===== src/rtl/alu_dot8_pipe.sv =====
// rtl/alu_dot8_pipe.sv - pipelined signed INT8 4-way dot-product PE with elastic valid/ready stages
module alu_dot8_pipe #(
  parameter int NUM_LANES = 4,
  parameter int XLEN      = 32,
  parameter int TAG_WIDTH = 8,
  parameter int LATENCY   = 2
) (
  input  logic                      clk,
  input  logic                      reset,
  input  logic                      in_valid,
  output logic                      in_ready,
  input  logic [TAG_WIDTH-1:0]      in_tag,
  input  logic [NUM_LANES-1:0]      in_mask,
  input  logic [NUM_LANES*XLEN-1:0] in_rs1,
  input  logic [NUM_LANES*XLEN-1:0] in_rs2,
  output logic                      out_valid,
  input  logic                      out_ready,
  output logic [TAG_WIDTH-1:0]      out_tag,
  output logic [NUM_LANES-1:0]      out_mask,
  output logic [NUM_LANES*XLEN-1:0] out_data,
  output logic                      busy
);

  localparam int DW = NUM_LANES * XLEN;

  logic [LATENCY:1]                v_q;
  logic [LATENCY:1]                ld;
  logic [NUM_LANES-1:0][3:0][15:0] prod_d;
  logic [NUM_LANES-1:0][3:0][15:0] prod_q;
  logic [TAG_WIDTH-1:0]            tag1_q;
  logic [NUM_LANES-1:0]            mask1_q;
  logic [TAG_WIDTH-1:0]            tag_q  [LATENCY:2];
  logic [NUM_LANES-1:0]            mask_q [LATENCY:2];
  logic [DW-1:0]                   data_q [LATENCY:2];
  logic [DW-1:0]                   sum_d;

  // A stage may load when it is empty or its occupant leaves this cycle;
  // the "open" chain ripples from the output back toward the input.
  always_comb begin : advance
    logic open;
    ld   = '0;
    open = !v_q[LATENCY] || out_ready;
    ld[LATENCY] = open;
    for (int i = LATENCY - 1; i >= 1; i--) begin
      open  = !v_q[i] || open;
      ld[i] = open;
    end
  end

  always_comb begin : products
    logic signed [15:0] a;
    logic signed [15:0] b;
    a      = '0;
    b      = '0;
    prod_d = '0;
    for (int l = 0; l < NUM_LANES; l++) begin
      for (int k = 0; k < 4; k++) begin
        a = {{8{in_rs1[l*XLEN + 8*k + 7]}}, in_rs1[l*XLEN + 8*k +: 8]};
        b = {{8{in_rs2[l*XLEN + 8*k + 7]}}, in_rs2[l*XLEN + 8*k +: 8]};
        // Masked lanes carry zero products so their sum is zero downstream.
        if (in_mask[l]) prod_d[l][k] = a * b;
      end
    end
  end

  always_comb begin : summation
    logic [17:0] acc;
    acc   = '0;
    sum_d = '0;
    for (int l = 0; l < NUM_LANES; l++) begin
      acc = '0;
      for (int k = 0; k < 4; k++) begin
        acc = acc + {{2{prod_q[l][k][15]}}, prod_q[l][k]};
      end
      sum_d[l*XLEN +: XLEN] = {{(XLEN-18){acc[17]}}, acc};
    end
  end

  always_ff @(posedge clk) begin
    if (reset) begin
      v_q     <= '0;
      prod_q  <= '0;
      tag1_q  <= '0;
      mask1_q <= '0;
      for (int i = 2; i <= LATENCY; i++) begin
        tag_q[i]  <= '0;
        mask_q[i] <= '0;
        data_q[i] <= '0;
      end
    end else begin
      if (ld[1]) v_q[1] <= in_valid;
      if (ld[1] && in_valid) begin
        prod_q  <= prod_d;
        tag1_q  <= in_tag;
        mask1_q <= in_mask;
      end
      if (ld[2]) v_q[2] <= v_q[1];
      if (ld[2] && v_q[1]) begin
        tag_q[2]  <= tag1_q;
        mask_q[2] <= mask1_q;
        data_q[2] <= sum_d;
      end
      for (int i = 3; i <= LATENCY; i++) begin
        if (ld[i]) v_q[i] <= v_q[i-1];
        if (ld[i] && v_q[i-1]) begin
          tag_q[i]  <= tag_q[i-1];
          mask_q[i] <= mask_q[i-1];
          data_q[i] <= data_q[i-1];
        end
      end
    end
  end

  assign in_ready  = ld[1];
  assign out_valid = v_q[LATENCY];
  assign out_tag   = tag_q[LATENCY];
  assign out_mask  = mask_q[LATENCY];
  assign out_data  = data_q[LATENCY];
  assign busy      = |v_q;

endmodule


===== config.mk =====
export PLATFORM = sky130hd
export DESIGN_NAME = alu_dot8_pipe
export DESIGN_NICKNAME = d
export VERILOG_FILES = /design/src/rtl/alu_dot8_pipe.sv
export SDC_FILE = /design/constraint.sdc
export NUM_CORES = 2
export LEC_CHECK = 0
export BUFFER_PORTS_ARGS = -buffer_cell sky130_fd_sc_hd__buf_2
export CAP_MARGIN = 10
export CORE_UTILIZATION = 69
export DETAILED_ROUTE_END_ITERATION = 7
export PLACE_DENSITY = 0.9
export SYNTH_ARGS = -nofsm -noshare
export SYNTH_HDL_FRONTEND = slang
export SYNTH_SLANG_ARGS = --single-unit
export TNS_END_PERCENT = 100

===== constraint.sdc =====
create_clock -name clk -period 11.4 [get_ports clk]
set_clock_uncertainty 0.2 [all_clocks]
set_input_delay 1.14 -clock clk [delete_from_list [all_inputs] [get_ports clk]]
set_output_delay 1.14 -clock clk [all_outputs]
set_load 0.01 [all_outputs]

== Yosys cells after proc, flatten, opt, wreduce, memory -nomap -nowiden ==
Memory sizes are Yosys's and may differ from the RTL's.
Cells that the tools add are included.
Operators by class
  muxes and demuxes: 24
  bitwise gates (word level): 3
  reduce and logical (&&, ||, !) cells: 7
  $mul: 16
  add/sub/neg operators: 12
Operators with widths (count)
  $mul A8 B8 Y16: 16
  $mux W16: 16
  $mux W128: 1
  $add A17 B16 Y18: 4
  $add A18 B18 Y18: 4
  $add A16 B16 Y17: 4
  $mux W8: 1
  $mux W1: 5
  $mux W4: 1
  $or A1 B1 Y1: 3
  $logic_and A1 B1 Y1: 2
  $logic_not A1 Y1: 2
  $logic_or A1 B1 Y1: 2
  $reduce_or A2 Y1: 1
Storage, ports and cells
  memories kept: 3
  logic and storage cells: 85
  output and inout bits: 143
  bits in writable memories: 140
  bits of input ports: 272
  register bits after elaboration: 270
Memory list
  data_q: words 1, bits a word 128, rd ports 1, clocked after memory_dff 0, wr ports 1, line 34  | logic [DW-1:0] data_q [LATENCY:2];
  tag_q: words 1, bits a word 8, rd ports 1, clocked after memory_dff 0, wr ports 1, line 32  | logic [TAG_WIDTH-1:0] tag_q [LATENCY:2];
  mask_q: words 1, bits a word 4, rd ports 1, clocked after memory_dff 0, wr ports 1, line 33  | logic [NUM_LANES-1:0] mask_q [LATENCY:2];

== Depth between registers and ports, before layout ==
  depth after elaboration: 7
  gate-level depth with buffers: 17
  depth with buffers taken out: 17

== Worst setup path before layout ==
OpenSTA, ideal clock, no wires.
  kind: input -> register
  start: in in_rs1[53]
  end: reg prod_q[111] (netlist name)
  arrival time: 4.761 ns
  slack: 6.307 ns
  required time: 11.068 ns
  setup time: 0.132 ns
  stages: 17
  path buffers: 0
  cells stage by stage: and2_1 > fa_1 > inv_1 > fa_1 > inv_1 > fa_1 > inv_1 > fa_1 > inv_1 > ha_1 > o21a_1 > a21oi_1 > o21ai_0 > a211oi_1 > a21oi_1 > xnor2_1 > o21ai_0
On the way
  cells in the longest elaborated chain, start to end: 2
Ends and longest elaborated chain
  start, declared: line 14  | input logic [NUM_LANES*XLEN-1:0] in_rs1,
  $mul A8 B8 Y16: line 61  | if (in_mask[l]) prod_d[l][k] = a * b;
  $mux W16: line 61
  end signal, assigned: line 93  | prod_q <= prod_d;
  end, declared: line 29  | logic [NUM_LANES-1:0][3:0][15:0] prod_q;
Every way passes these cells.
A chain may end at the register's enable or synchronous reset.

== Worst setup path after layout ==
  start: in in_rs1[45]
  end: reg prod_q[95] (netlist name)
The elaborated chain is that of the path after synthesis.

==> out/metrics.cfg <==
[critical_path]
r2r_start=prod_q[129]
crit_slowest_cell=fa_1
r2r_cells=12
critPathRequiredTime_ns=11.59
startpoint_type=input pin
crit_path_max_incr_delay_ns=0.56
timing.critical_path.fanout_max=8
setup.worst_path.end_class=register
crit_chain=buf_2 > and2_1 > fa_1 > inv_1 > fa_1 > inv_1 > fa_1 > inv_1 > fa_1 > inv_1 > ha_1 > o21a_1 > a21oi_1 > o21ai_0 > a211oi_1 > a21oi_1 > xnor2_1 > o21ai_0
worst-path-buf-inv=5
r2r_slack_ns=7.28
cp.arrival_ns=5.37
worst_path_dominant_cell_family=adder cells
r2r_end=data_q[2][95]
worstSetupPathType=input pin to register

[yosys]
syn_inst=6345
yosysWarnings=0
synth_top_area_share_pct=35.0
postSynthAreaPerCell_um2=9.13
ys_ff_latch=354
synthTopCellsByArea=fa_1 (35%), ha_1 (11%), dfxtp_1 (9.3%)
ys_types=56
post-synth-top-area-cell=fa_1
synth_most_common_cell=inv_1
synth_fp_nets=8161
synth_commonest_cells=inv_1 (1340), fa_1 (1012), and2_1 (711)
synth_edf_count=84
syn_area_um2=58000
synth_ff_type=dfxtp_1
ys_seq_area_share_pct=13.7
async_flop_share_pct=0

[timing]
finalHoldViolCount=0
slew_headroom_pct=30.5
fin_setup_tns_ns=0
slew_violations=0
min_period_ns=5.18
worstMarginPinSlew_ns=1.04
max_freq_mhz=193
post-route-period-util_pct=45.4
rsz0062_at_grt=false
setup_viol=0

[cells_and_area]
final_nets=8468
drive_above_1_share_pct=8.22
area_growth_pct=6.96

[route]
wl_per_cell_um=18.2
ant_nets=0
firstDrtPassIters=8
drt_iter0_drc=2828
totalWireLength_mm=141
drc=0
vias=44400
viasPerCell=5.72

[grt]
first_global_vias=47500
antenna_found_initial=17
grt_pass1_wl_mm=237
grt_overflow=0
grt_busiest_layer=met2
grtUsageMet1_pct=43.4
grt_util_met3_pct=5.90
use_met2_pct=59.9
grt_start_max_net_pins=93
grt_usage_pct=34.6

[placed_design]
gp_congestion=0.933
dp_hpwl_mm=115
portBuffers=414

[pwr]
leakage_uw=0.0309
power_uw=12900
powerDensity_nw_per_um2=208
ir_worst_vdd_v=0.000145

[clocking]
cts_made_buffers=39
cts_setup_buffers=0
root_buffer=clkbuf_16
worstSkewPairLatency_ns=0.56
cts.clk_slew.worst_paths_ns=0.06
cts.sinks=354
clk_path_buf_depth=3
cts_tree=built
hold_buffers=0
cts_resized=0
htreeDepth=2

[worst_hold_path]
min_path_type=register to register
whs_path_depth=2
min_to=tag1_q[0]
hold_start=tag1_q[0]

[die]
die_area_um2=85200
chipHeight_um=292
io_pins=415
start_util_pct=70.1
core-area_um2=82600
die_width_um=292
rows=105

[run_status]
status=complete, no violations

[run]
maxCapViolCount=0

## sequential cells by signal (all words and copies together) (netlist names)
register / flops
v_q: 2
tag1_q: 8
mask1_q: 4
tag_q: 8
mask_q: 4
data_q: 72
prod_q: 256
## final cells by class
cell class                 instances  area [um^2]
multi-input combinational       4488        44200
fill                            5733        20600
sequential                       354         7930
inverter                        1340         5030
timing repair buffer             429         2190
tap                             1070         1340
clock buffer                      50         1130
clock inverter                    20          165
antenna                           10         25.0
## worst reg2reg max path, delay by kind of cell (launching register included)
family                   cells  cell delay, ns
buffers and inverters        1            0.06
adder cells (fa/ha/maj)      4            1.58
flip-flops                   1            0.37
AND/OR/NAND/NOR              1            0.16
multiplexers                 1            0.33
AO/OA/AOI/OAI                5            1.22
## worst max-delay path by stage
stage	start	slack [ns]	cells after the start	end
after floorplan	in_rs1[53]	6.31	17	prod_q[111]
after global placement	in_rs1[125]	5.81	18	prod_q[255]
final	in_rs1[45]	6.22	18	prod_q[95]
after global routing	in_rs1[13]	5.97	18	prod_q[31]
after detailed placement	in_rs1[93]	5.72	18	prod_q[191]
after CTS	in_rs1[93]	6.28	18	prod_q[191]
## placed cells by master (no fill, tap or decap), types with 23 or more instances in the layout
cell,n
edfxtp_1,84
nand2b_1,31
xor2_1,69
o21ai_0,127
xnor2_1,177
fa_1,1012
o21a_1,56
a31oi_1,23
a21o_1,46
nor2b_1,116
and2_1,710
a21oi_1,326
a22oi_1,32
buf_2,413
clkbuf_16,41
nor3_1,24
dfxtp_1,270
o21bai_1,51
ha_1,532
nand3_1,117
nor3b_1,45
a211oi_1,62
nand2_1,534
inv_1,1340
nor2_1,187
## kinds of logic after synthesis
family / synth area share, %
AND/OR/NAND/NOR: 17.1
adder cells (fa/ha/maj): 46.4
buffers and inverters: 10.1
AO/OA/AOI/OAI: 8.27
flip-flops: 13.7
XOR/XNOR: 3.72
multiplexers: 0.674
## per-layer routing
metal	wire (um)	vias to the layer above
met4	5230	12
met1	54200	22100
met5	71	-
met3	10800	341
li1	-	20300
met2	71200	1683
## through the flow
stage	cell area, um^2	instances	setup WS [ns]	hold WS (ns)	util, %
floorplan	58000	6345	6.31	0.232	-
global placement	60700	7681	5.81	0.237	73.4
detailed placement	60700	7681	5.72	0.243	73.4
CTS	62000	7751	6.28	0.250	75.0
global route	62000	7758	5.97	0.261	75.0
finish	62000	7761	6.22	0.251	75.0
## power breakdown
| part | total (uW) | internal, uW | leakage, uW | switching (uW) |
|---|---|---|---|---|
| registers | 1890 | 1590 | 0.00310 | 302 |
| logic | 9700 | 4180 | 0.0271 | 5520 |
| clock network | 1310 | 733 | 0.000648 | 573 |
| total | 12900 | 6500 | 0.0309 | 6390 |
(Power assumes the default switching activity.)
